--- config.mk ---
export PLATFORM = sky130hd
export DESIGN_NAME = cam_fill_ctrl
export DESIGN_NICKNAME = d
export VERILOG_FILES = /design/src/rtl/cam_fill_ctrl.sv
export SDC_FILE = /design/constraint.sdc
export NUM_CORES = 1
export LEC_CHECK = 0
export CAP_MARGIN = 20
export CORE_ASPECT_RATIO = 0.75
export CORE_MARGIN = 2
export CORE_UTILIZATION = 45
export DETAILED_ROUTE_END_ITERATION = 7
export GPL_TIMING_DRIVEN = 0
export PLACE_DENSITY = 0.83
export SLEW_MARGIN = 20
export SYNTH_ARGS = -nofsm -noshare
export SYNTH_HDL_FRONTEND = slang
export SYNTH_SLANG_ARGS = --single-unit
--- constraint.sdc ---
create_clock -name clk -period 1.9 [get_ports clk]
set_clock_uncertainty 0.05 [all_clocks]
set_input_delay 0.19 -clock clk [delete_from_list [all_inputs] [get_ports clk]]
set_output_delay 0.19 -clock clk [all_outputs]
set_load 0.02 [all_outputs]
--- src/rtl/cam_fill_ctrl.sv ---
// Miss-handling and fill controller in front of the cam cache: serves hits from the
// CAM, fetches misses from backing memory, writes them back, and owns victim choice and flush.
module cam_fill_ctrl #(
  parameter int WORDS     = 8,
  parameter int BITS      = 8,
  parameter int TAG_SZ    = 8,
  parameter int ADDR_LEFT = $clog2(WORDS) - 1
) (
  input  logic                 clk,
  input  logic                 rst_,
  input  logic                 req_valid,
  output logic                 req_ready,
  input  logic [TAG_SZ-1:0]    req_tag,
  input  logic                 flush,
  output logic                 rsp_valid,
  input  logic                 rsp_ready,
  output logic [BITS-1:0]      rsp_data,
  output logic                 rsp_hit,
  output logic                 full,
  output logic [TAG_SZ-1:0]    cam_check_tag,
  output logic                 cam_read,
  input  logic                 cam_found_it,
  input  logic [BITS-1:0]      cam_data,
  output logic                 cam_write_,
  output logic [ADDR_LEFT:0]   cam_w_addr,
  output logic [BITS-1:0]      cam_wdata,
  output logic [TAG_SZ-1:0]    cam_new_tag,
  output logic                 cam_new_valid,
  output logic                 mem_req,
  output logic [TAG_SZ-1:0]    mem_addr,
  input  logic                 mem_ack,
  input  logic [BITS-1:0]      mem_rdata
);

  localparam int AW = ADDR_LEFT + 1;

  typedef enum logic [2:0] {
    IDLE,
    LOOKUP,
    MISS_WAIT,
    FILL,
    RESP,
    FLUSH
  } state_t;

  state_t            r_state;
  logic [TAG_SZ-1:0] r_tag;
  logic [BITS-1:0]   r_data;
  logic              r_hit;
  logic [WORDS-1:0]  r_valid;
  logic [AW-1:0]     r_rrPtr;
  logic [AW-1:0]     r_idx;
  logic [AW-1:0]     w_victim;
  logic              w_allValid;
  logic [WORDS-1:0]  w_fillMask;

  assign req_ready  = (r_state == IDLE) && !flush;
  assign w_allValid = &r_valid;
  assign w_fillMask = WORDS'(1) << w_victim;

  // Lowest free slot wins; the round-robin pointer only matters once every slot is valid.
  always_comb begin
    w_victim = r_rrPtr;
    for (int i = WORDS - 1; i >= 0; i--) begin
      if (!r_valid[i]) w_victim = AW'(i);
    end
  end

  always_ff @(posedge clk or negedge rst_) begin
    if (!rst_) begin
      r_state       <= IDLE;
      r_tag         <= '0;
      r_data        <= '0;
      r_hit         <= 1'b0;
      r_valid       <= '0;
      r_rrPtr       <= '0;
      r_idx         <= '0;
      rsp_valid     <= 1'b0;
      rsp_data      <= '0;
      rsp_hit       <= 1'b0;
      full          <= 1'b0;
      cam_check_tag <= '0;
      cam_read      <= 1'b0;
      cam_write_    <= 1'b1;
      cam_w_addr    <= '0;
      cam_wdata     <= '0;
      cam_new_tag   <= '0;
      cam_new_valid <= 1'b0;
      mem_req       <= 1'b0;
      mem_addr      <= '0;
    end else begin
      case (r_state)
        IDLE: begin
          if (flush) begin
            r_state       <= FLUSH;
            r_idx         <= '0;
            cam_write_    <= 1'b0;
            cam_w_addr    <= '0;
            cam_wdata     <= '0;
            cam_new_tag   <= '0;
            cam_new_valid <= 1'b0;
          end else if (req_valid) begin
            r_state       <= LOOKUP;
            r_tag         <= req_tag;
            cam_check_tag <= req_tag;
            cam_read      <= 1'b1;
          end
        end
        LOOKUP: begin
          cam_read <= 1'b0;
          if (cam_found_it) begin
            r_state   <= RESP;
            r_data    <= cam_data;
            r_hit     <= 1'b1;
            rsp_valid <= 1'b1;
            rsp_data  <= cam_data;
            rsp_hit   <= 1'b1;
          end else begin
            r_state  <= MISS_WAIT;
            mem_req  <= 1'b1;
            mem_addr <= r_tag;
          end
        end
        MISS_WAIT: begin
          if (mem_ack) begin
            r_state       <= FILL;
            r_data        <= mem_rdata;
            r_hit         <= 1'b0;
            mem_req       <= 1'b0;
            cam_write_    <= 1'b0;
            cam_w_addr    <= w_victim;
            cam_wdata     <= mem_rdata;
            cam_new_tag   <= r_tag;
            cam_new_valid <= 1'b1;
          end
        end
        FILL: begin
          r_state       <= RESP;
          cam_write_    <= 1'b1;
          cam_new_valid <= 1'b0;
          r_valid       <= r_valid | w_fillMask;
          full          <= &(r_valid | w_fillMask);
          if (w_allValid) begin
            r_rrPtr <= (r_rrPtr == AW'(WORDS - 1)) ? '0 : r_rrPtr + 1'b1;
          end
          rsp_valid <= 1'b1;
          rsp_data  <= r_data;
          rsp_hit   <= r_hit;
        end
        RESP: begin
          if (rsp_ready) begin
            r_state   <= IDLE;
            rsp_valid <= 1'b0;
          end
        end
        FLUSH: begin
          r_valid[r_idx] <= 1'b0;
          full           <= 1'b0;
          if (r_idx == AW'(WORDS - 1)) begin
            r_state    <= IDLE;
            r_rrPtr    <= '0;
            cam_write_ <= 1'b1;
          end else begin
            r_idx      <= r_idx + 1'b1;
            cam_w_addr <= r_idx + 1'b1;
          end
        end
        default: r_state <= IDLE;
      endcase
    end
  end

endmodule

==> impl_results.md, run 1 <==
- Peak VDD IR: 0.951 mV
- Critical Path AT: 2030 ps
- Total clock sinks: 76
- Hold violation count in the final report: 0
- Global-route wire length before repair: 15400 um
- Synth Net Count: 370
- Relative slew slack: 0.659
- Final Non-Filler Cells: 543
- DRC Markers: 0
- Critical path class: register to register
- Initial antenna violation count: 0
- Hpwl dp: 6390 um
- Largest net degree at the start of global routing: 51
- Netlist Area Pre-Place: 3510 um^2
- Via-to-Cell Ratio: 5.48
- Crit-path slowest cell: dfrtp_1
- Cells along the critical path: ha_1 > ha_2 > nand3b_1 > nor2_4 > a211oi_4 > mux2_1
- Iter 0 DRT Violations: 175
- Gpl congestion: 0.895
- Ys async rst share: 1.00
- Outcome: finished clean
- Type of the tightest min-delay check: primary input to asynchronous set/reset pin
- Clock slew at reported path FFs: 80 ps
- Number of synthesized register bits: 76
- Final core occ: 0.649
- CP Launch Type: register
- Num CTS Buffers: 9
- Slew @ Worst Pin: 512 ps
- PD cells: 1550 nW/um^2
- Post-synthesis area per instance: 10.5 um^2
- Fin nets: 472
- Worst-Skew Late Latency: 350 ps
- Deepest level of the CTS H-tree: 3
- GRT Util Overall: 0.235
- CTS Buffer Depth: 2
- Antenna diode count: 0
- Delay-heaviest family, CP: flip-flops
- Crit end category: register
- Vias after detailed routing: 2974
- Critical path fanouts, max: 3
- FMAX: 543 MHz
- Total gr overflow: 0
- Detail Route Antenna Nets: 0
- Vias in the first global route: 3086
- Dominant synthesized flop cell: dfrtp_1
- Starting Density: 0.472
- Die area: 8520 um^2
- Site row count: 27
- Min Tclk post-route: 1840 ps
- Drt first pass iters: 4
- Tot Pwr: 7.46 mW
- RSZ-0062 raised after global routing: true
- Final setup violation count: 0
- Port Buf Inserts: 80
- Pre-CTS WS: -104 ps
- Chip Height: 80.5 um
- IO Pins: 82
- Seq/Total Area, Yosys: 0.543
- Worst path required time: 2090 ps
- Die Wd: 106 um
- WP buf/inv: 0
- CTS tree: built
- Reported max-cap violation count: 0
- Hold WS: 254 ps
- Area added between synthesis and finish: 37.5%
- Placed cell count: 517
- Commonest non-fill, non-tap cell in the layout: clkdlybuf4s50_1
- Ys Warns: 0
- Root Buffer: clkbuf_8
- Post-DR wirelength/cell: 17.1 um
- Layout cell share with drive strength beyond 1: 0.176
- Final worst setup slack: 59.5 ps
- Yosys cell types: 52
- Post-synth EDFFs: 0
- Most frequent cells in the layout: 78 x clkdlybuf4s50_1, 73 x dfrtp_1, 49 x nand2_1
- Leak pwr: 2.05 nW
- Mapped Cells: 335
- Core area: 7430 um^2
- Final WL: 9280 um
- Fin. max-slew vios: 0
- Worst path max stage delay: 390 ps
- Final period util: 0.969
==> where the power goes <==
group	leakage, nW	total (mW)	internal, mW	switching (mW)
logic	0.967	3.38	1.61	1.77
registers	0.964	2.65	2.21	0.440
clock network	0.122	1.43	0.843	0.586
==> flip-flops by register name, summed over array words and instances (netlist names) <==
name / count
cam_read: 1
cam_w_addr: 3
cam_new_valid: 1
full: 1
mem_req: 1
r_idx: 3
rsp_valid: 1
r_hit: 1
r_tag: 8
cam_new_tag: 8
r_rrPtr: 3
r_data: 8
rsp_hit: 1
rsp_data: 8
r_state: 3
r_valid: 8
mem_addr: 8
cam_wdata: 8
cam_write_: 1
==> routing by layer <==
layer / up-vias / wire, um / GRT usage
met2: 115 / 4430 / 0.382
li1: 1389 / - / -
met3: 13 / 648 / 0.0657
met1: 1457 / 4010 / 0.299
met4: 0 / 180 / 0.0974
met5: - / 0 / 0
==> cell type report <==
| type | instances | area (um^2) |
|---|---|---|
| well taps | 101 | 126 |
| clock buffers | 12 | 165 |
| multi-input cells | 234 | 1510 |
| flip-flops and latches | 76 | 1910 |
| inverters | 8 | 33.8 |
| fillers | 601 | 2610 |
| plain buffers | 17 | 100 |
| clock inverters | 4 | 70.1 |
| repair buffers | 91 | 911 |
==> timing repair <==
action	in CTS	in global routing
hold buffers	1	0
gates resized for setup	7	10
pin swaps	2	2
hold endpoints to repair	26	0
buffers inserted	4	5
setup endpoints to repair	3	15
==> synthesized netlist by cell type, drive strengths merged, types with 2 or more instances <==
master,instances,area [um^2]
buf,12,70.1
nor2b,5,31.3
a32oi,2,17.5
inv,8,30.0
nand3,6,30.0
nor4,2,27.5
mux2,18,203
nor2,25,93.8
nand2,52,203
a211oi,2,27.5
ha,4,50.1
nand2b,2,12.5
o22ai,2,12.5
a2bb2oi,2,17.5
clkbuf,5,18.8
a31oi,7,43.8
nor3,6,46.3
o21bai,2,15.0
a221o,2,20.0
o21ai,28,140
a21o,5,37.5
dfrtp,75,1880
o211ai,2,15.0
mux2i,10,100
a21boi,6,45.1
a21oi,25,144
and3,5,31.3
==> logic make-up after synthesis <==
logic type | after synthesis | share of synthesized area
multiplexers | 28 | 0.0863
AND/OR/NAND/NOR | 110 | 0.153
flip-flops | 76 | 0.543
buffers and inverters | 25 | 0.0339
AO/OA/AOI/OAI | 91 | 0.167
adder cells (fa/ha/maj) | 5 | 0.0171
==> path summary, 6_finish.rpt <==
path                                       startpoint                        to  slack, ps  depth (start not counted)
worst max-delay path             r_idx[1]$_DFFE_PN0P_    r_rrPtr[0]$_DFFE_PN0P_         60                          6
worst min register to register  r_data[5]$_DFFE_PN0P_     r_data[5]$_DFFE_PN0P_        440                          2
max in group asynchronous                        rst_    cam_write_$_DFFE_PN1P_        950                          3
worst min-delay path                             rst_  cam_wdata[1]$_DFFE_PN0P_        250                          2
min in group clk                              mem_ack       mem_req$_DFFE_PN0P_        330                          3
worst max register to register   r_idx[1]$_DFFE_PN0P_    r_rrPtr[0]$_DFFE_PN0P_         60                          6
==> per-stage QoR <==
stage	setup TNS, ps	cell area, um^2
floorplan	0	3510
global placement	-154870	4430
detailed placement	-369	4460
CTS	0	4760
global route	-27.8	4820
finish	0	4820
Note: power is estimated with default switching activity, not from simulation.
==> run 2, diff against run 1 <==
- ABC_CLOCK_PERIOD_IN_PS: not set -> 1900
==> results of run 2 <==
The final DEF is identical to that of run 1; final timing and power are the same.
==> run 3, diff against run 2 <==
--- a/config.mk
+++ b/config.mk
@@ -12,3 +12,5 @@
 export CORE_UTILIZATION = 45
+export CTS_CLUSTER_SIZE = 12
 export DETAILED_ROUTE_END_ITERATION = 7
+export GPL_ROUTABILITY_DRIVEN = 0
 export GPL_TIMING_DRIVEN = 0
--- a/constraint.sdc
+++ b/constraint.sdc
@@ -4,2 +4,2 @@
 set_output_delay 0.19 -clock clk [all_outputs]
-set_load 0.02 [all_outputs]
+set_load 0.01 [all_outputs]
==> run 3 against run 2 <==
  * The run now ends with setup timing left
  * Sequential share of layout area down 0.24 points
  * Routed wire length up 1.5%
  * First-iteration DRC count up 11%
  * Flip-flop and latch count unchanged
  * Global-route usage down 0.34 points
  * Fmax down 5.2%
  * Critical path depth down 1
  * Combinational power down 8.0%
  * Critical endpoint is now r_idx[0]$_DFFE_PN0P_
  * Highest routed layer unchanged
==> impl_results.md, run 3 (synthesized netlist as in run 1, its figures left out) <==
- WP buf/inv: 0 (unchanged)
- Critical path fanouts, max: 5 (+2)
- Initial antenna violation count: 0 (unchanged)
- PD cells: 1490 nW/um^2 (-3.9%)
- Clock slew at reported path FFs: 80 ps (about the same)
- FMAX: 515 MHz (-5.2%)
- Core area: 7430 um^2 (unchanged)
- Relative slew slack: 0.592 (-0.0673)
- Placed cell count: 517 (unchanged)
- Critical path class: register to register
- Setup TNS: -45.3 ps (-45.3 ps)
- Final setup violation count: 2 (+2)
- Chip Height: 80.5 um (unchanged)
- Fillers: 593 (-1.3%)
- CTS Buffer Depth: 2 (unchanged)
- Final Non-Filler Cells: 542 (-0.18%)
- Delay-heaviest family, CP: flip-flops
- Met1 WL: 3990 um (-0.65%)
- Crit-path slowest cell: dfrtp_1
- Final worst setup slack: -40.9 ps (-100 ps)
- Type of the tightest min-delay check: primary input to asynchronous set/reset pin
- CTS tree: built
- CP most frequent cell: ha_4
- Metal2 WL: 4540 um (+2.4%)
- Slew @ Worst Pin: 613 ps (+101 ps)
- Drt first pass iters: 5 (+1)
- Worst-Skew Late Latency: 350 ps (about the same)
- Global-route wire length before repair: 15200 um (-1.4%)
- CP Launch Type: register
- Reported max-cap violation count: 0 (unchanged)
- Starting Density: 0.472 (unchanged)
- Port Buf Inserts: 80 (unchanged)
- Register-to-Register Setup Slack: -40 ps (-100 ps)
- Peak VDD IR: 0.893 mV (-6.1%)
- Via-to-Cell Ratio: 5.61 (+2.5%)
- DRC Markers: 0 (unchanged)
- Leak pwr: 2.05 nW (about the same)
- Vias in the first global route: 3067 (-0.62%)
- Layout cell share with drive strength beyond 1: 0.179 (+0.00267)
- Num CTS Buffers: 9 (unchanged)
- Hold WS: 248 ps (-5.49 ps)
- Hpwl dp: 6390 um (unchanged)
- Pre-CTS WS: -104 ps (unchanged)
- Highest routed layer: met4
- Deepest level of the CTS H-tree: 3 (unchanged)
- Worst path max stage delay: 450 ps (+60 ps)
- Min Tclk post-route: 1940 ps (+100 ps)
- DR WL met3: 661 um (+2.0%)
- Antenna diode count: 0 (unchanged)
- Final period util: 1.02 (+0.0528)
- Fin nets: 471 (-0.21%)
- Site row count: 27 (unchanged)
- Most frequent cells in the layout: 78 x clkdlybuf4s50_1, 73 x dfrtp_1, 49 x nand2_1
- Area added between synthesis and finish: 38.4%
- Commonest non-fill, non-tap cell in the layout: clkdlybuf4s50_1
- Final WL: 9420 um (+1.5%)
- Total gr overflow: 0 (unchanged)
- Critical Path AT: 2120 ps (+90 ps)
- Die Wd: 106 um (unchanged)
- Post-DR wirelength/cell: 17.4 um (+1.7%)
- Largest net degree at the start of global routing: 51 (unchanged)
- Cells along the critical path: ha_4 > ha_4 > nand3b_1 > a21oi_4 > mux2_4
- Hold violation count in the final report: 0 (unchanged)
- IO Pins: 82 (unchanged)
- GRT Util Overall: 0.232 (-0.00338)
- Detail Route Antenna Nets: 0 (unchanged)
- Worst path required time: 2080 ps (about the same)
- Crit end category: register
- Iter 0 DRT Violations: 195 (+11%)
- Vias after detailed routing: 3043 (+2.3%)
- Failing checks: setup timing
- Total clock sinks: 76 (unchanged)
- Root Buffer: clkbuf_8
- Die area: 8520 um^2 (unchanged)
- Outcome: complete, but fails checks
- Fin. max-slew vios: 0 (unchanged)
run 3: final timing paths:
path,from,endpoint,cells past startpoint
max reg2reg,r_idx[1]$_DFFE_PN0P_,r_idx[0]$_DFFE_PN0P_,5
max,r_idx[1]$_DFFE_PN0P_,r_idx[0]$_DFFE_PN0P_,5
max in group asynchronous,rst_,cam_write_$_DFFE_PN1P_,3
min,rst_,cam_wdata[1]$_DFFE_PN0P_,2
min reg2reg,cam_new_tag[3]$_DFFE_PN0P_,cam_new_tag[3]$_DFFE_PN0P_,2
min in group clk,mem_ack,mem_req$_DFFE_PN0P_,3
run 3: layer usage:
layer / up-vias / global-route usage
met2: 143 / 0.375
met3: 21 / 0.0584
li1: 1387 / -
met4: 0 / 0.105
met5: - / 0
met1: 1492 / 0.297
run 3: timing repair:
| item | in CTS | in global routing |
|---|---|---|
| buffers inserted | 2 | 6 |
| resized for setup | 4 | 19 |
| endpoints found under the setup margin | 3 | 12 |
| hold endpoints to repair | 26 | 0 |
| pin swaps | 1 | 2 |
| hold buffers | 1 | 0 |
run 3: per-stage QoR:
stage	cell area, um^2	util	power, mW
finish	4850	0.653	7.21
detailed placement	4460	0.600	5.51
global placement	4430	0.597	5.39
global route	4850	0.653	7.64
floorplan	3510	-	4.15
CTS	4740	0.638	7.00
run 3: layout make-up:
type	count	area, um^2	share of cell area
tap	101	126	0.0260
clock buffer	12	165	0.0340
clock inverter	4	70.1	0.0144
timing repair buffer	90	903	0.186
multi-input combinational	234	1550	0.319
sequential	76	1910	0.393
buffer	17	100	0.0206
inverter	8	33.8	0.00696
run 3: where the power goes:
part           internal [mW]  switching [mW]  total (mW)
registers               2.21           0.459        2.67
logic                   1.63            1.48        3.11
clock network          0.843           0.587        1.43
total                   4.69            2.52        7.21
